## config.mk

```make
export PLATFORM = sky130hd
export DESIGN_NAME = scaler_matrix_sched
export DESIGN_NICKNAME = d
export VERILOG_FILES = /design/src/rtl/scaler_matrix_sched.sv
export SDC_FILE = /design/constraint.sdc
export NUM_CORES = 1
export LEC_CHECK = 0
export BUFFER_PORTS_ARGS = -buffer_cell sky130_fd_sc_hd__buf_2
export CAP_MARGIN = 10
export CORE_MARGIN = 4
export CORE_UTILIZATION = 55
export DETAILED_ROUTE_END_ITERATION = 7
export GPL_TIMING_DRIVEN = 0
export HOLD_SLACK_MARGIN = 0.06
export MAX_ROUTING_LAYER = met4
export PLACE_DENSITY = 0.81
export SLEW_MARGIN = 20
export SYNTH_ARGS = -nofsm -noshare
export SYNTH_HDL_FRONTEND = slang
export SYNTH_SLANG_ARGS = --single-unit
```

## constraint.sdc

```tcl
create_clock -name s_clk -period 16.5 [get_ports s_clk]
set_input_delay 3.3 -clock s_clk [delete_from_list [all_inputs] [get_ports s_clk]]
set_output_delay 3.3 -clock s_clk [all_outputs]
set_load 0.01 [all_outputs]
```

## src/rtl/scaler_matrix_sched.sv

```systemverilog
// rtl/scaler_matrix_sched.sv - vertical line-RAM ring scheduler for the scaler
// Tracks resident lines, steps the SRC_H/DST_H accumulator per output row and returns lines to the writer.
module scaler_matrix_sched #(
  parameter int KERNEL_MAX       = 4,
  parameter int RAM_NUM          = KERNEL_MAX + 1,
  parameter int RAM_NUM_BITWIDTH = $clog2(RAM_NUM),
  parameter int H_BITWIDTH       = 12,
  parameter int KERNEL_BITWIDTH  = $clog2(KERNEL_MAX)
) (
  input  logic                        s_clk,
  input  logic                        s_rst_n,
  input  logic                        s_start,
  input  logic [H_BITWIDTH-1:0]       cfg_src_h,
  input  logic [H_BITWIDTH-1:0]       cfg_dst_h,
  input  logic [KERNEL_BITWIDTH:0]    cfg_kernel,
  input  logic                        ram_write_done,
  output logic                        rd_start,
  output logic [RAM_NUM_BITWIDTH-1:0] rd_base_sel,
  output logic [H_BITWIDTH-1:0]       rd_phase,
  output logic [KERNEL_BITWIDTH:0]    rd_taps,
  input  logic                        rd_done,
  output logic                        ram_read_done,
  output logic [RAM_NUM_BITWIDTH-1:0] ram_read_num,
  output logic                        frame_done,
  output logic                        busy
);

  localparam int H  = H_BITWIDTH;
  localparam int RB = RAM_NUM_BITWIDTH;
  localparam int KW = KERNEL_BITWIDTH + 1;
  localparam logic [H-1:0]  ONE_H    = H'(1);
  localparam logic [H-1:0]  REL_MAX  = H'(RAM_NUM - 1);
  localparam logic [RB-1:0] SEL_LAST = RB'(RAM_NUM - 1);
  localparam logic [KW-1:0] K_MAX    = KW'(KERNEL_MAX);

  typedef enum logic [2:0] {IDLE, CHECK, ISSUE, WAIT_RD, ADV, STEP, FLUSH} state_t;

  state_t        state;
  logic [H-1:0]  src_h, dst_h, wr_cnt, rel_cnt, top, row;
  logic [H:0]    acc;
  logic [KW-1:0] k_lat;
  logic [RB-1:0] top_sel;
  logic          wr_prev;
  logic [1:0]    rel_cool;

  logic [KW-1:0] k_eff;
  logic [H:0]    top_k;
  logic [H-1:0]  src_m1, need, target, lim, avail;
  logic [KW-1:0] taps;
  logic [RB-1:0] rel_n;
  logic          wr_rise;

  always_comb begin
    k_eff = cfg_kernel;
    if (cfg_kernel == '0)
      k_eff = KW'(1);
    else if (cfg_kernel > K_MAX)
      k_eff = K_MAX;
  end

  // Bottom line needed by the current row, clamped to the last source line.
  always_comb begin
    src_m1 = src_h - ONE_H;
    top_k  = {1'b0, top} + (H+1)'(k_lat) - (H+1)'(1);
    need   = (top_k > {1'b0, src_m1}) ? src_m1 : H'(top_k);
    taps   = KW'(need - top) + KW'(1);
  end

  // Lines above top are finished; during FLUSH everything written can go back.
  always_comb begin
    target  = (state == FLUSH) ? src_h : top;
    lim     = (target < wr_cnt) ? target : wr_cnt;
    avail   = lim - rel_cnt;
    rel_n   = (avail > REL_MAX) ? SEL_LAST : RB'(avail);
    wr_rise = ram_write_done & ~wr_prev;
  end

  assign busy = (state != IDLE);

  always_ff @(posedge s_clk or negedge s_rst_n) begin
    if (!s_rst_n) begin
      state         <= IDLE;
      src_h         <= '0;
      dst_h         <= '0;
      k_lat         <= '0;
      wr_cnt        <= '0;
      rel_cnt       <= '0;
      top           <= '0;
      top_sel       <= '0;
      acc           <= '0;
      row           <= '0;
      wr_prev       <= 1'b0;
      rel_cool      <= '0;
      rd_start      <= 1'b0;
      rd_base_sel   <= '0;
      rd_phase      <= '0;
      rd_taps       <= '0;
      ram_read_done <= 1'b0;
      ram_read_num  <= '0;
      frame_done    <= 1'b0;
    end else begin
      rd_start      <= 1'b0;
      ram_read_done <= 1'b0;
      frame_done    <= 1'b0;
      wr_prev       <= ram_write_done;

      if (state != IDLE) begin
        if (wr_rise && (wr_cnt < src_h))
          wr_cnt <= wr_cnt + ONE_H;
        // Two idle cycles after each release so the writer sees a clean edge.
        if (rel_cool != 2'd0) begin
          rel_cool <= rel_cool - 2'd1;
        end else if (avail != '0) begin
          ram_read_done <= 1'b1;
          ram_read_num  <= rel_n;
          rel_cnt       <= rel_cnt + H'(rel_n);
          rel_cool      <= 2'd2;
        end
      end

      case (state)
        IDLE: begin
          if (s_start) begin
            src_h    <= cfg_src_h;
            dst_h    <= cfg_dst_h;
            k_lat    <= k_eff;
            wr_cnt   <= '0;
            rel_cnt  <= '0;
            top      <= '0;
            top_sel  <= '0;
            acc      <= '0;
            row      <= '0;
            rel_cool <= '0;
            state    <= ((cfg_src_h == '0) || (cfg_dst_h == '0)) ? FLUSH : CHECK;
          end
        end
        CHECK: begin
          if (wr_cnt > need) begin
            rd_start    <= 1'b1;
            rd_base_sel <= top_sel;
            rd_phase    <= acc[H-1:0];
            rd_taps     <= taps;
            state       <= ISSUE;
          end
        end
        ISSUE: state <= WAIT_RD;
        WAIT_RD: begin
          if (rd_done)
            state <= ADV;
        end
        ADV: begin
          acc   <= acc + {1'b0, src_h};
          row   <= row + ONE_H;
          state <= STEP;
        end
        STEP: begin
          if (acc >= {1'b0, dst_h}) begin
            acc <= acc - {1'b0, dst_h};
            if (top < src_m1) begin
              top     <= top + ONE_H;
              top_sel <= (top_sel == SEL_LAST) ? '0 : top_sel + RB'(1);
            end
          end else begin
            state <= (row == dst_h) ? FLUSH : CHECK;
          end
        end
        FLUSH: begin
          if (rel_cnt == src_h) begin
            frame_done <= 1'b1;
            state      <= IDLE;
          end
        end
        default: state <= IDLE;
      endcase
    end
  end

endmodule

```

==> run metrics, run 1 <==
status finished clean; Die W ~140 µm; TritonCTS buffer count 17; first-pass GRT wire length around 45000 µm; worst path arrival time 8210 ps; # diodes 0; IO Count 57; total negative slack 0 ps; initial antenna violation count 0; routed wire length 27800 µm; Setup Buffers After CTS 0; syn nets 1286; first-iteration detailed-routing DRC count approximately 750; Synth Instances around 1.1k; Commonest cells post-synth 124 x ha_1, 121 x dfrtp_1, 96 x nand2_1; Avg WL per Cell between 15 and 20 µm; final weighted congestion in routability-driven placement 0.985; cell area after synthesis 9790 µm²; final critical-path setup slack about 8600 ps; top post-synthesis cells by area dfrtp_1 31%, ha_1 16%, xnor2_1 6.8%; Relative slew margins 43.3%; GR Overflow Total 0; Post-synth EDFFs 0; post-route ant nets 0; synth warn 0; Overall Global Routing Usage 29.3%; hold crit path type flop to flop; area leader, netlist dfrtp_1; Largest stage delay, worst path 640 ps; Max Slew Vio Count 0; Seq/Total Area, Yosys a little under a third; Synth async-reset ratio 100%; Final Skew 8.90 ps; post-synth top area share 30.9%; post-layout util 63.2%; Core Footprint roughly 17000 µm²; Longest Clk Path Bufs 2; # DRC 0; final hold violation count 0; register bit total from synthesis roughly 120; largest net degree at the start of global routing 67; CTS resizes 0; endpoints failing setup 0; Syn Area/Cell between 8 and 9 µm²; Die Y between 100 and 150 µm; Reg area roughly 3000 µm²; Crit Path Class flop to flop; Die Footprint 20000 µm²; most common flop cell mapped by yosys dfrtp_1; starting density of the core between 50% and 60%; DRT Pass-1 Iters 7; final period utilization 47.9%; layout cell share with drive strength beyond 1 10.5%; HPWL Detailed 21000 µm; via count about 8.8k; Crit. End Element flop; CP startpoint kind flop; CP required 16800 ps; most common cell in the netlist ha_1; H-tree lvl count 4; cell mode on critical path a21oi_1; Max FO, Critical Path 10; max frequency approximately 130 MHz; measured slew at the worst slew-check pin 851 ps; Final min period 7910 ps; Cell Rows 48; RSZ-0062 raised after global routing false; Clock Latency Late Sink 420 ps; vias per cell 6.11; Layout area overhead 12.0%; port buffer count 56; nets@finish 1362; # hold bufs at CTS 0; Max-cap violations 0; Multi-input gate area between 6000 and 7000 µm²; Fillers 1404; TritonCTS clock tree done; clock transition at the registers of the reported paths 60 ps; clk root buf clkbuf_16; vias in the first global route between 8k and 9k; Placement Setup Slack about 9000 ps; CP max-delay cell nor4bb_1; clock sinks 121; Yosys cell types 66
[critical path, delay by kind of cell, from the launching register on]
kind,cells,cell delay (ps)
compound gates,14,2170
buf+inv,5,1710
fa+ha+maj,4,1300
xor+xnor,1,180
flops,1,360
mux,2,900
simple gates,5,1150
[kinds of logic after synthesis]
| family | after synthesis | share of synthesized area (%) |
|---|---|---|
| xor gates and xnor gates | 88 | 7.87 |
| AOI/OAI and AO/OA | 292 | 19.0 |
| DFF | 121 | 30.9 |
| muxes | 31 | 3.44 |
| adders and majority gates | 129 | 16.9 |
| buffers and inverters | 130 | 5.01 |
| and+or+nand+nor | 334 | 16.9 |
[metrics by stage]
step                      cell area, µm²  hold slack [ps]  instances
after global routing               11000              509       1437
after CTS                          11000              481       1437
after global placement             10400              460       1406
after floorplan                     9790              461       1125
after detailed placement           10400              467       1407
final                              11000              480       1437
[layout by cell type, fill, tap and decap left out, drive strengths merged, types with 27 or more instances in the layout]
cell    synthesis  routed
a21o           32      32
a21oi          82      82
buf             4      61
clkbuf         31      49
dfrtp         121     121
ha            124     124
inv            95      96
nand2          96      96
nand3          38      38
nand4          27      27
nor2           72      72
o21ai          80      80
xnor2          76      76
[per-layer routing]
| layer | part of all wire (%) | global-route usage (%) | wire length [µm] |
|---|---|---|---|
| met5 | 0 | - | 0 |
| met4 | 3.8 | 11.3 | 1050 |
| met3 | 7.6 | 5.90 | 2110 |
| met2 | 45 | 45.0 | 12600 |
| met1 | 43 | 38.4 | 12000 |
[path summary, 6_finish.rpt]
path	startpoint	endpoint	slack, ps	cells after the start
worst max-delay path	top[2]$_DFFE_PN0P_	rd_phase[0]$_DFFE_PN0P_	8590	31
worst min-delay path	ram_read_num[2]$_DFFE_PN0P_	ram_read_num[2]$_DFFE_PN0P_	480	2
worst max register to register	top[2]$_DFFE_PN0P_	rd_phase[0]$_DFFE_PN0P_	8590	31
worst min register to register	ram_read_num[2]$_DFFE_PN0P_	ram_read_num[2]$_DFFE_PN0P_	480	2
max in group asynchronous	s_rst_n	row[4]$_DFFE_PN0P_	12890	2
min in group asynchronous	s_rst_n	top_sel[1]$_DFFE_PN0P_	2880	1
[flip-flops by register name (all words and copies together), names as in the netlist, 12 cells and up]
name      cells
acc          13
dst_h        12
rd_phase     12
rel_cnt      12
row          12
src_h        12
top          12
wr_cnt       12
[final cells by class]
| class | count | share of cell area (%) |
|---|---|---|
| multi-input cells | 874 | 57.2 |
| clock buffers | 18 | 3.91 |
| plain buffers | 35 | 1.22 |
| repair buffers | 57 | 2.86 |
| clock inverters | 12 | 1.39 |
| flip-flops and latches | 121 | 27.6 |
| inverters | 95 | 3.25 |
| well taps | 225 | 2.57 |
Power of run 1 is not shown: default switching activity piles up to over one toggle a cycle in this logic, so the estimate is an artifact.
==> run 2: changes to the inputs <==
- clock period: 16.5 -> 7.8 ns (I/O delays scaled with it)
==> run 2 against run 1 <==
  * Via count fell by 0.24%
  * Non-clock buffer count shrank 1
  * Worst hold slack lost 0.64 ps
  * Die area is the same
  * Maximum frequency is 7.7% higher
  * Critical path type unchanged
  * Largest cell class unchanged
==> run metrics, run 2 (same netlist as run 1, synthesis figures left out) <==
status finished clean (unchanged); hold path startpoint ram_read_num[2]$_DFFE_PN0P_ (unchanged); hold endpoint ram_read_num[2]$_DFFE_PN0P_ (unchanged); clock transition at the registers of the reported paths 60 ps (about the same); TritonCTS buffer count 17 (unchanged); layout cell share with drive strength beyond 1 10.8% (was 10.5%); first-iteration detailed-routing DRC count 820 (was 748); CP startpoint kind flop (unchanged); Cell Rows 48 (unchanged); Core Footprint 17400 µm² (unchanged); TritonCTS clock tree done (unchanged); max frequency 136 MHz (was 126 MHz); Layout area overhead 12.1% (was 12.0%); Largest stage delay, worst path 520 ps (was 640 ps); cell mode on critical path a21oi_1 (unchanged); Crit. End Element flop (unchanged); endpoints failing setup 0 (unchanged); r2r setup slk 460 ps (was 8590 ps); H-tree lvl count 4 (unchanged); post-route ant nets 0 (unchanged); IO Count 57 (unchanged); Setup Buffers After CTS 0 (unchanged); Max FO, Critical Path 10 (unchanged); Die Footprint 20000 µm² (unchanged); port buffer count 56 (unchanged); hold crit path type flop to flop (unchanged); Final Skew 8.15 ps (was 8.90 ps); Fillers 1404 (unchanged); final period utilization 94.1% (was 47.9%); Reg with most FFs acc (unchanged); RSZ-0062 raised after global routing false (unchanged); via count 8758 (was 8779); Die Y 141 µm (unchanged); Relative slew margins 42.3% (was 43.3%); clock sinks 121 (unchanged); Overall Global Routing Usage 29.3% (unchanged); Max-cap violations 0 (unchanged); measured slew at the worst slew-check pin 866 ps (was 851 ps); Buf+Inv Stages, Crit Path 4 (was 5); Final min period 7340 ps (was 7910 ps); starting density of the core 56.4% (unchanged); leading cell types in the layout, fill and taps excluded 124 x ha_1, 121 x dfrtp_1, 96 x nand2_1 (unchanged); Hold Slack 479 ps (was 480 ps); Avg WL per Cell 19.3 µm (about the same); # hold bufs at CTS 0 (unchanged); CP max-delay cell nor4bb_2 (was nor4bb_1); worst path arrival time 7640 ps (was 8210 ps); largest net degree at the start of global routing 67 (unchanged); Clock Latency Late Sink 420 ps (about the same); GR Overflow Total 0 (unchanged); Max Slew Vio Count 0 (unchanged); final hold violation count 0 (unchanged); Die W 141 µm (unchanged); FF-to-FF End rd_phase[0]$_DFFE_PN0P_ (unchanged); r2r startpoint top[0]$_DFFE_PN0P_ (was top[2]$_DFFE_PN0P_); Longest Clk Path Bufs 2 (unchanged); FF-to-FF path depth 29 (was 31); DRT Pass-1 Iters 5 (was 7); initial antenna violation count 0 (unchanged); vias per cell 6.10 (was 6.11); commonest non-fill, non-tap cell in the layout ha_1 (unchanged); worst hold path cell count 2 (unchanged); HPWL Detailed 21000 µm (unchanged); total negative slack 0 ps (unchanged); max reg flops 13 (unchanged); clk root buf clkbuf_16 (unchanged); Crit Path Class flop to flop (unchanged); final weighted congestion in routability-driven placement 0.985 (unchanged); CP required 8100 ps (was 16800 ps); first-pass GRT wire length 44900 µm (unchanged); # DRC 0 (unchanged); vias in the first global route 8552 (unchanged); Crit path max-delay family compound AO/OA/AOI/OAI gates (unchanged); # diodes 0 (unchanged); nets@finish 1361 (was 1362); routed wire length 27700 µm (was 27800 µm)
## run 2: cell count changes in the layout (fill, tap and decap cells not counted)
cell / before / now
clkbuf_1: 32 / 28
clkbuf_2: 0 / 3
nor4bb_1: 1 / 0
nor4bb_2: 0 / 1
## run 2: worst register-to-register path: cells and delay by family (launching register included)
family,cells,cell delay (ps)
xor gates and xnor gates,1,180
and+or+nand+nor,5,1270
adders and majority gates,5,1500
AOI/OAI and AO/OA,13,2230
DFF,1,500
muxes,1,400
buffers and inverters,4,1160
## run 2: worst max path at each step
| stage | slack [ps] | cells past startpoint | startpoint | to |
|---|---|---|---|---|
| finish | 460 | 29 | top[0]$_DFFE_PN0P_ | rd_phase[0]$_DFFE_PN0P_ |
| detailed placement | 190 | 31 | top[2]$_DFFE_PN0P_ | rd_phase[0]$_DFFE_PN0P_ |
| CTS | 110 | 31 | top[2]$_DFFE_PN0P_ | rd_phase[0]$_DFFE_PN0P_ |
| global placement | 260 | 31 | top[2]$_DFFE_PN0P_ | rd_phase[1]$_DFFE_PN0P_ |
| floorplan | 1720 | 30 | top[2]$_DFFE_PN0P_ | rd_phase[0]$_DFFE_PN0P_ |
| global route | 120 | 29 | top[0]$_DFFE_PN0P_ | rd_phase[4]$_DFFE_PN0P_ |
## run 2: area by class of cell
class                   instances  area (µm²)  area share [%]
multi-input cells             874        6280            57.2
flip-flops and latches        121        3030            27.6
clock buffers                  18         429            3.91
inverters                      95         357            3.25
repair buffers                 57         314            2.86
well taps                     225         282            2.56
clock inverters                12         153            1.39
plain buffers                  34         134            1.22
## run 2: per-stage QoR
step / area [µm²] / setup WS, ps / instances / utilization, %
finish: 11000 / 459 / 1436 / 63.2
global route: 11000 / 116 / 1436 / 63.2
CTS: 11000 / 108 / 1437 / 63.2
detailed placement: 10400 / 191 / 1407 / 59.9
global placement: 10400 / 262 / 1406 / 59.7
floorplan: 9790 / 1720 / 1125 / -
## run 2: repair_timing
action	CTS	global route
endpoints found under the hold margin	0	0
gates resized for setup	0	7
endpoints found under the setup margin	0	22
## run 2: metal layers
metal	global-route usage (%)	wire length [µm]	vias up
met3	5.90	2180	81
met1	38.4	11900	4138
met4	11.3	1080	0
met2	45.0	12600	379
li1	-	-	4160
met5	-	0	-
Power of run 2 is left out for the same reason.
